$ cat config.mk
export PLATFORM = sky130hd
export DESIGN_NAME = uart_frame_parser
export DESIGN_NICKNAME = d
export VERILOG_FILES = /design/src/rtl/uart_frame_parser.sv
export SDC_FILE = /design/constraint.sdc
export NUM_CORES = 1
export LEC_CHECK = 0
export ABC_AREA = 1
export CORE_MARGIN = 2
export CORE_UTILIZATION = 63
export CTS_BUF_LIST = sky130_fd_sc_hd__clkbuf_4
export DETAILED_ROUTE_END_ITERATION = 8
export GPL_TIMING_DRIVEN = 0
export PLACE_DENSITY = 0.85
export SLEW_MARGIN = 20
export SYNTH_ARGS = -nofsm -noshare
export SYNTH_HDL_FRONTEND = slang
export SYNTH_SLANG_ARGS = --single-unit
$ cat constraint.sdc
create_clock -name clk -period 2.3 [get_ports clk]
set_input_delay 0.345 -clock clk [delete_from_list [all_inputs] [get_ports clk]]
set_output_delay 0.345 -clock clk [all_outputs]
set_load 0.01 [all_outputs]
$ cat src/rtl/uart_frame_parser.sv
// Frame parser behind the UART receiver: SOF, LEN, payload, XOR checksum.
// Good payloads are buffered and replayed over ready/valid; errors are one-cycle pulses.
//
// state     | meaning
// ----------+-------------------------------------------------
// S_IDLE    | hunting for SOF, other bytes ignored
// S_LEN     | expecting length byte
// S_PAYLOAD | storing payload bytes into the buffer
// S_CHK     | expecting checksum byte
// S_SEND    | streaming buffered payload, incoming bytes dropped
module uart_frame_parser #(
   parameter int         MAX_LEN     = 16,
   parameter int         TIMEOUT_CYC = 1000,
   parameter logic [7:0] SOF         = 8'hA5
) (
   input  logic       clk,
   input  logic       reset,
   input  logic [7:0] rx_data,
   input  logic       rx_valid,
   output logic [7:0] out_data,
   output logic       out_valid,
   input  logic       out_ready,
   output logic       out_last,
   output logic       err_chk,
   output logic       err_len,
   output logic       err_timeout,
   output logic       overrun
);

   localparam int IW = $clog2(MAX_LEN + 1);
   localparam int AW = (MAX_LEN > 1) ? $clog2(MAX_LEN) : 1;
   localparam int TW = $clog2(TIMEOUT_CYC);

   typedef enum logic [2:0] {
      S_IDLE,
      S_LEN,
      S_PAYLOAD,
      S_CHK,
      S_SEND
   } state_t;

   state_t          state, state_nxt;
   logic [IW-1:0]   len, len_nxt;
   logic [IW-1:0]   wr_idx, wr_idx_nxt;
   logic [IW-1:0]   rd_idx, rd_idx_nxt;
   logic [7:0]      chk, chk_nxt;
   logic [TW-1:0]   tmo_cnt, tmo_cnt_nxt;
   logic            err_chk_nxt, err_len_nxt, err_timeout_nxt, overrun_nxt;
   logic            timed, tmo_hit, buf_we;
   logic [7:0]      buffer [0:MAX_LEN-1];

   assign timed   = (state == S_LEN) || (state == S_PAYLOAD) || (state == S_CHK);
   assign tmo_hit = timed && !rx_valid && (tmo_cnt == TW'(TIMEOUT_CYC - 1));
   assign buf_we  = (state == S_PAYLOAD) && rx_valid;

   assign out_valid = (state == S_SEND);
   assign out_last  = (state == S_SEND) && (rd_idx == len - IW'(1));
   assign out_data  = (state == S_SEND) ? buffer[rd_idx[AW-1:0]] : 8'h00;

   always_comb begin
      state_nxt       = state;
      len_nxt         = len;
      wr_idx_nxt      = wr_idx;
      rd_idx_nxt      = rd_idx;
      chk_nxt         = chk;
      err_chk_nxt     = 1'b0;
      err_len_nxt     = 1'b0;
      err_timeout_nxt = 1'b0;
      overrun_nxt     = 1'b0;
      tmo_cnt_nxt     = '0;

      // counter only runs while a frame is being received; any byte restarts it
      if (timed && !rx_valid && !tmo_hit) tmo_cnt_nxt = tmo_cnt + TW'(1);

      case (state)
         S_IDLE: begin
            if (rx_valid && rx_data == SOF) state_nxt = S_LEN;
         end
         S_LEN: begin
            if (rx_valid) begin
               if (rx_data == 8'h00 || int'(rx_data) > MAX_LEN) begin
                  err_len_nxt = 1'b1;
                  state_nxt   = S_IDLE;
               end else begin
                  len_nxt    = IW'(rx_data);
                  chk_nxt    = rx_data;
                  wr_idx_nxt = '0;
                  state_nxt  = S_PAYLOAD;
               end
            end else if (tmo_hit) begin
               err_timeout_nxt = 1'b1;
               state_nxt       = S_IDLE;
            end
         end
         S_PAYLOAD: begin
            if (rx_valid) begin
               chk_nxt    = chk ^ rx_data;
               wr_idx_nxt = wr_idx + IW'(1);
               if (wr_idx + IW'(1) == len) state_nxt = S_CHK;
            end else if (tmo_hit) begin
               err_timeout_nxt = 1'b1;
               state_nxt       = S_IDLE;
            end
         end
         S_CHK: begin
            if (rx_valid) begin
               if (rx_data == chk) begin
                  rd_idx_nxt = '0;
                  state_nxt  = S_SEND;
               end else begin
                  err_chk_nxt = 1'b1;
                  state_nxt   = S_IDLE;
               end
            end else if (tmo_hit) begin
               err_timeout_nxt = 1'b1;
               state_nxt       = S_IDLE;
            end
         end
         S_SEND: begin
            if (rx_valid) overrun_nxt = 1'b1;
            if (out_ready) begin
               if (rd_idx == len - IW'(1)) state_nxt = S_IDLE;
               else                        rd_idx_nxt = rd_idx + IW'(1);
            end
         end
         default: state_nxt = S_IDLE;
      endcase
   end

   always_ff @(posedge clk) begin
      if (!reset) begin
         state       <= S_IDLE;
         len         <= '0;
         wr_idx      <= '0;
         rd_idx      <= '0;
         chk         <= '0;
         tmo_cnt     <= '0;
         err_chk     <= 1'b0;
         err_len     <= 1'b0;
         err_timeout <= 1'b0;
         overrun     <= 1'b0;
      end else begin
         state       <= state_nxt;
         len         <= len_nxt;
         wr_idx      <= wr_idx_nxt;
         rd_idx      <= rd_idx_nxt;
         chk         <= chk_nxt;
         tmo_cnt     <= tmo_cnt_nxt;
         err_chk     <= err_chk_nxt;
         err_len     <= err_len_nxt;
         err_timeout <= err_timeout_nxt;
         overrun     <= overrun_nxt;
      end
   end

   // payload storage has no reset; it is only read back inside a verified frame
   always_ff @(posedge clk) begin
      if (buf_we) buffer[wr_idx[AW-1:0]] <= rx_data;
   end

endmodule

-- Yosys cells after proc, flatten, opt, wreduce, memory -nomap -nowiden
Memory sizes are Yosys's and may differ from the RTL's. A register that Yosys moved wholly into a read port is not among the register bits.
Index checks and enable logic that the tools add are counted.
- register bits after elaboration: 40
- memory bits (writable): 128
- bits of input ports: 12
- memories: 1
- $add $sub $neg: 4
- magnitude comparators: 1
- equal/unequal tests: 19
- mux-type cells: 33
- bitwise operators: 4
- reductions and logical operators: 25
- memories (name ; words ; width ; rd ports ; clocked after memory_dff ; write ports ; RTL line ; RTL):
    buffer ; 16 ; 8 ; 1 ; 1 ; 1 ; 50 ; logic [7:0] buffer [0:MAX_LEN-1];
- operator list (kind ; number):
    2-to-1 mux 5 bit ; 7
    2-to-1 mux 8 bit ; 4
    2-to-1 mux 3 bit ; 9
    case mux 5 bit (2 select lines) ; 2
    case mux 8 bit (2 select lines) ; 1
    case mux 3 bit (5 select lines) ; 1
    != test 2 bit, second input constant ; 6
    adder 10 x 1 -> 10 bit, second input constant ; 1
    adder 5 x 1 -> 5 bit, second input constant ; 2
    equality test 10 bit, second input constant ; 1
    equality test 5 bit ; 2
    AND reduction 3 bit ; 3
    equality test 8 bit ; 1
    equality test 8 bit, second input constant ; 1
    > comparator 8 x 5 -> 1 bit, second input constant ; 1
    zero test 8 bit ; 1
    2-to-1 mux 4 bit ; 2
    AND reduction 4 bit ; 2
    XOR 8 bit ; 1
    equality test 3 x 2 -> 1 bit, second input constant ; 2
    logical AND 1 bit ; 6
    2-to-1 mux 1 bit ; 6
    != test 2 x 1 -> 1 bit, second input constant ; 3
    OR reduction 3 bit ; 2
    12 further kinds ; 19

-- Depth between registers and ports, before layout
Gate-level depths: netlist of the first run.
- depth in word-level cells: 8
- depth in mapped cells: 14
- mapped depth without buffers: 14

-- Least setup slack after synthesis of the first run
No wires, ideal clock.
- path type: register to register
- start: register state[1]
- end: memory buffer[11][0], enable pin
- setup time: 0.383 ns
- data arrival time: 1.595 ns
- required time: 1.917 ns
- path slack: 0.321 ns
- stages on the path, launching flop included: 7
- path through: dfxtp_1 inv_2 nor3_4 inv_2 nor2_8 inv_2 nor3_1
- cells in the longest elaborated chain, start to end: 4
- ends and longest elaborated chain (element ; RTL line ; RTL):
    from (decl) ; 42 ; state_t state, state_nxt;
    from (signal assigned) ; 143 ; state <= state_nxt;
    equality test 3 x 2 -> 1 bit ; 54 ; assign buf_we = (state == S_PAYLOAD) && rx_valid;
    logical AND 1 bit ; 54 ;
    2-to-1 mux 1 bit ; 158 ; if (buf_we) buffer[wr_idx[AW-1:0]] <= rx_data;
    2-to-1 mux 1 bit (not written as such) ; 158 ;
    to (decl) ; 50 ;
No other way between the ends.

==> results of run 1 <==
==> cell type report <==
type / count / area share (%)
Sequential cell: 172 / 53.10
Inverter: 44 / 2.062
Timing Repair Buffer: 52 / 5.512
Tap cell: 143 / 2.006
Clock buffer: 21 / 1.767
Clock inverter: 10 / 0.8555
Multi-Input combinational cell: 474 / 30.04
Buffer: 31 / 4.530
Timing Repair inverter: 1 / 0.1262
==> logic make-up (layout without fill, tap and decap cells) <==
kind of cell               count (synthesis)  in the layout  synth area share [%]
AOI/OAI and AO/OA                        167            167                 13.14
xor gates and xnor gates                   9              9                 1.063
adders and majority gates                  7              7                 1.181
buffers and inverters                     76            159                 4.049
DFF                                      172            172                 63.70
muxes                                      2              2                0.2699
and+or+nand+nor                          289            289                 16.60
==> state kept, by name (all words and copies together) (netlist names), named ones only <==
name         count
len              5
err_len          1
err_chk          1
buffer         128
rd_idx           5
chk              8
wr_idx           5
overrun          1
err_timeout      1
state            3
tmo_cnt         10
==> layout by cell type, fill, tap and decap left out, types with 5 or more instances in the layout <==
master           instances
inv_1                   32
a21oi_2                  8
o21ai_1                 15
o21ai_0                 70
nand4_1                  6
clkdlybuf4s50_1          8
nor2_2                  17
buf_2                   13
nor2_1                 112
clkbuf_4                22
buf_4                   19
edfxtp_1               128
buf_6                    7
ha_1                     6
o221ai_1                12
dfxtp_1                 38
dlymetal6s2s_1           6
o22ai_1                  5
clkinv_2                 6
clkbuf_8                10
o221ai_2                13
o211ai_1                 7
clkbuf_16                7
inv_2                   10
xor2_1                   5
nand3_1                 29
a21oi_1                 27
nor3_1                  15
nand2_1                 86
nand3_2                  5
==> cell usage after synthesis, drive strengths merged <==
cell type,n
clkbuf,23
nor2,134
o21ai,89
nor3,19
nor3b,1
mux2i,2
a211oi,1
nand4,6
edfxtp,128
inv,44
o22ai,7
xnor2,4
a21oi,36
xor2,5
or2,4
nand3,35
o221ai,25
a21boi,1
o211ai,7
o21bai,1
ha,7
nand2,90
buf,9
dfxtp,44
==> power groups by stage <==
stage                     sequential [mW]  combinational, mW  clock, mW
after floorplan                      3.55               1.20          0
after global placement               3.59               1.76          0
after detailed placement             3.59               1.83          0
after CTS                            3.57               2.53       1.52
after global routing                 3.59               3.01       1.65
final                                3.59               2.87       1.57
==> tightest hold or removal path, stage by stage <==
cell and delay, ps:
clkbuf_1 170, o21ai_0 110, a21oi_1 40
==> final timing paths <==
path,from,end,slack (ps),depth (start not counted)
setup reg to reg,len[0],state[2],80,18
hold / removal,reset,wr_idx[0],130,3
setup / recovery,flip-flop,out_data[2],-270,8
hold reg to reg,tmo_cnt[0],tmo_cnt[0],470,1
==> routing by layer <==
layer	track usage, %	share of wire [%]	vias to the layer above
met4	17.32	5.4	0
met1	41.07	35	2899
met2	56.39	49	481
met3	6.641	11	87
li1	-	-	2703
met5	0	0	-
==> per-stage QoR <==
stage / cells / TNS, ps / instance area (um^2) / setup WS (ps)
global route: 948 / -2409 / 8921 / -319.7
CTS: 947 / -1144 / 8755 / -134.5
floorplan: 722 / 0 / 7417 / 321.5
global placement: 889 / -50070 / 7836 / -687.3
finish: 948 / -1787 / 8921 / -272.3
detailed placement: 889 / -45140 / 7851 / -522.3
==> what timing repair did <==
item,in CTS,in global routing
hold buffers,0,0
pin swaps,38,25
gates cloned,5,2
buffers inserted,23,3
setup endpoints to repair,39,161
gates resized for setup,163,53
==> out/results.ini, run 1 <==
[status]
status=finished with violations
violations=negative setup slack

[clock_network]
htree_levels=4
worstSkewPairLatency_ps=590
cts_max_path_buffers=2
cts_made_buffers=17
clk_pin_slew_ps=130
cts_tree=yes
cts_sinks=172
root_buffer=clkbuf_4

[layout]
seq_area_mm2=0.004737
syn_to_final_growth_pct=20.28
nets=812
layout-drive-gt1-share_pct=22.61
fin_util_pct=77.80
multi_input_area_mm2=0.002680
fillCellCount=677
diodes=0

[power_and_ir_drop]
switching_power_mw=2.859
p_int_mw=5.160
p_leak_nw=3.198
seqPwrFrac_pct=44.7
totalPowerFinal_mw=8.019
ir_drop_mv=0.6164
pwr-share-comb_pct=35.8
cellPowerDensity_mw_per_mm2=898.9
p_clk_share_pct=19.5
swShare_pct=35.65

[synth]
avgSynthCellArea_um2=10.27
synth_top_area_cell=edfxtp_1
yosysWarningCount=0
synth_top_area_share_pct=51.82
synthCells=722
synth-seq-area-share_pct=63.70
ys_ff_latch=172
syn_area_mm2=0.007417
ys_types=36
synth.area.top_cells=edfxtp_1, dfxtp_1, nor2_1
synth_fp_nets=741

[floorplanning]
die_area_mm2=0.01266
die_w_um=112.5
num_rows=39
initial_core_util_pct=64.68
core-area_mm2=0.01147
ioPinCount=26
die_y_um=112.5

[detailed_routing]
drt_wl_total_mm=21.18
vias=6170
ant_nets=0
drc=0
detail_route.wl_per_cell_um=22.34
drtIter0Drc=744
vias_per_cell=6.508
drtPass1Iterations=5

[setup_path]
endpoint_kind=output port
slowest_delay_ps=390
cp_top_family=buffers and inverters
crit_chain=buf_12, inv_16, clkbuf_16, nor2_1, o221ai_1, nand3_2, a21oi_1, buf_2
worst-path-buf-inv=4
critPathMaxFanout=10
cp.required_ps=1960
critPathKind=reg2out
crit_path_start_kind=flip-flop
cp_slowest_cell=dfxtp_4
arrival_ps=2230

[grt]
grt_max_degree=23
gr-usage-all-layers_pct=33.41
first_global_vias=5935
grt_pass1_wl_mm=31.75
overflow=0
antenna_found_initial=0

[sta]
worst_pin_slew_ps=1045
fin_skew_ps=25.00
fin_crit_sh_pct=111.8
setup_viol_count_final=9
fin_crit_ps=2572
max-slew-margin-rel_pct=30.19
fmax_mhz=388.8
hold_viol=0
holdWs_ps=126.6
rsz0062_at_grt=yes
final-max-slew-violation-count=0
worst_slack_ps=-272.3

[job]
maxCapViolCount=0

[place]
numPortBuffers=24
place.gp.congestion=0.9343
place.detailed.hpwl_mm=11.87

[worst_hold_path]
hp-class=in2reg

Power figures use the tool's default switching activity.
==> run 2: changes to the inputs <==
--- a/config.mk
+++ b/config.mk
@@ -7,11 +7,11 @@
 export LEC_CHECK = 0
 export ABC_AREA = 1
 export CORE_MARGIN = 2
-export CORE_UTILIZATION = 63
+export CORE_UTILIZATION = 62
 export CTS_BUF_LIST = sky130_fd_sc_hd__clkbuf_4
 export DETAILED_ROUTE_END_ITERATION = 8
 export GPL_TIMING_DRIVEN = 0
-export PLACE_DENSITY = 0.85
+export PLACE_DENSITY = 0.84
 export SLEW_MARGIN = 20
 export SYNTH_ARGS = -nofsm -noshare
 export SYNTH_HDL_FRONTEND = slang
==> out/results.ini, run 2 (synthesized netlist as in run 1, its figures left out) <==
[status]
status=finished with violations
violations=negative setup slack

[sta]
hold_viol=0
setup_tns_ps=-2101
fin_crit_ps=2626
fmax_mhz=380.9
rsz0062_at_grt=yes
final-max-slew-violation-count=0
setup_viol_count_final=9
fin_skew_ps=15.20
fin_crit_sh_pct=114.2
worst_slack_ps=-325.7
holdWs_ps=127.4
max-slew-margin-rel_pct=31.08
worst_pin_slew_ps=1031

[setup_path]
arrival_ps=2280
critPathCapture=out_data[2]
r2r-end=buffer[7][7]
cp_slowest_cell=dfxtp_4
rrSetupSlack_ps=100
worstRegToRegCells=6
crit_chain=buf_12, clkinv_8, clkbuf_16, nor2_1, o22ai_1, o211ai_1, a21oi_2, buf_2
cp.required_ps=1960
endpoint_kind=output port
cp_top_family=buffers and inverters
crit_cells=8
critPathKind=reg2out
timing.rr.start=state[1]
critPathMaxFanout=8
worst-path-buf-inv=4
crit_path_start_kind=flip-flop
slowest_delay_ps=410

[layout]
largest_register_ffs=128
fin_area_mm2=0.009295
fin_util_pct=80.37
diodes=0
mostFrequentLayoutCell=edfxtp_1
final_cell_mix=edfxtp_1, nor2_1, nand2_1, o21ai_0, dfxtp_1
nets=812
finalNonFillerCells=949
syn_to_final_growth_pct=25.32
layout-drive-gt1-share_pct=26.55

[grt]
grt_max_degree=23
overflow=0
grt_pass1_wl_mm=33.23
antenna_found_initial=0
gr-usage-all-layers_pct=34.91
first_global_vias=6020

[floorplanning]
die_w_um=113.4
core-area_mm2=0.01156
die_area_mm2=0.01285
initial_core_util_pct=64.14
num_rows=39
ioPinCount=26
die_y_um=113.4

[worst_hold_path]
hp-class=in2reg

[power_and_ir_drop]
totalPowerFinal_mw=8.802
pwr-share-comb_pct=36.6
p_int_mw=5.717
p_leak_nw=3.278
cellPowerDensity_mw_per_mm2=946.9
swShare_pct=35.05
p_clk_share_pct=22.8
seqPwrFrac_pct=40.7
ir_drop_mv=0.7146
switching_power_mw=3.085

[clock_network]
cts_sinks=172
htree_levels=4
root_buffer=clkbuf_4
cts_tree=yes
holdBufCountCts=0
cts_max_path_buffers=2
worstSkewPairLatency_ps=590
cts_made_buffers=17
clk_pin_slew_ps=130

[place]
place.gp.congestion=0.9572
dpl_cell_area_mm2=0.007851
dp.cells=889
place_ws_ps=-517.5
place.detailed.hpwl_mm=11.93
numPortBuffers=24

[detailed_routing]
drtPass1Iterations=5
vias=6303
detail_route.wl_per_cell_um=23.64
drt_wl_total_mm=22.43
ant_nets=0
drc=0
vias_per_cell=6.642
drtIter0Drc=792

[job]
maxCapViolCount=0

[run 2: cell count changes in the layout (fill, tap and decap cells not counted), moves of 3 or more]
cell / change
o21ai_0: -25
buf_4: -8
nor2_2: +4
o21ai_1: +12
clkdlybuf4s50_1: +3
bufinv_16: +4
nor2_1: -16
clkbuf_16: +4
dlymetal6s2s_1: -3
o21ai_2: +13
nor2_4: +12
buf_8: +3
[run 2: timing repair]
action / in CTS / in global routing
setup endpoints to repair: 81 / 92
cloned: 10 / 1
gates resized for setup: 240 / 56
setup buffers: 19 / 3
pin swaps: 47 / 24
[run 2: worst min-delay path, stage by stage]
cell and delay, ps:
clkbuf_1 170, o21ai_0 110, a21oi_1 40
[run 2: how the worst min path moves through the flow]
stage,startpoint,to,cells after the start
global route,reset,len[3],3
finish,reset,len[3],3
detailed placement,tmo_cnt[0],tmo_cnt[0],1
CTS,reset,len[3],3
floorplan,tmo_cnt[0],tmo_cnt[0],1
global placement,tmo_cnt[0],tmo_cnt[0],1
[run 2: power by group through the flow]
stage               combinational (mW)  clock (mW)  sequential (mW)
floorplan                         1.20           0             3.55
global placement                  1.78           0             3.58
detailed placement                1.84           0             3.59
CTS                               2.82        1.97             3.56
global route                      3.35        2.07             3.59
finish                            3.22        2.01             3.58
[run 2: layer usage]
layer / GRT usage, % / wire, um
met4: 17.48 / 1099
met1: 42.34 / 7743
met3: 8.874 / 2405
met5: 0 / 0
met2: 58.48 / 11180
[run 2: final cells by class]
type | count | area, um^2
repair buffers | 52 | 544.3
flip-flops and latches | 172 | 4732
clock buffers | 18 | 135.1
inverters | 44 | 193.9
multi-input cells | 474 | 2848
repair inverters | 1 | 16.27
well taps | 143 | 178.9
plain buffers | 31 | 446.7
clock inverters | 14 | 200.2
fillers | 621 | 2270
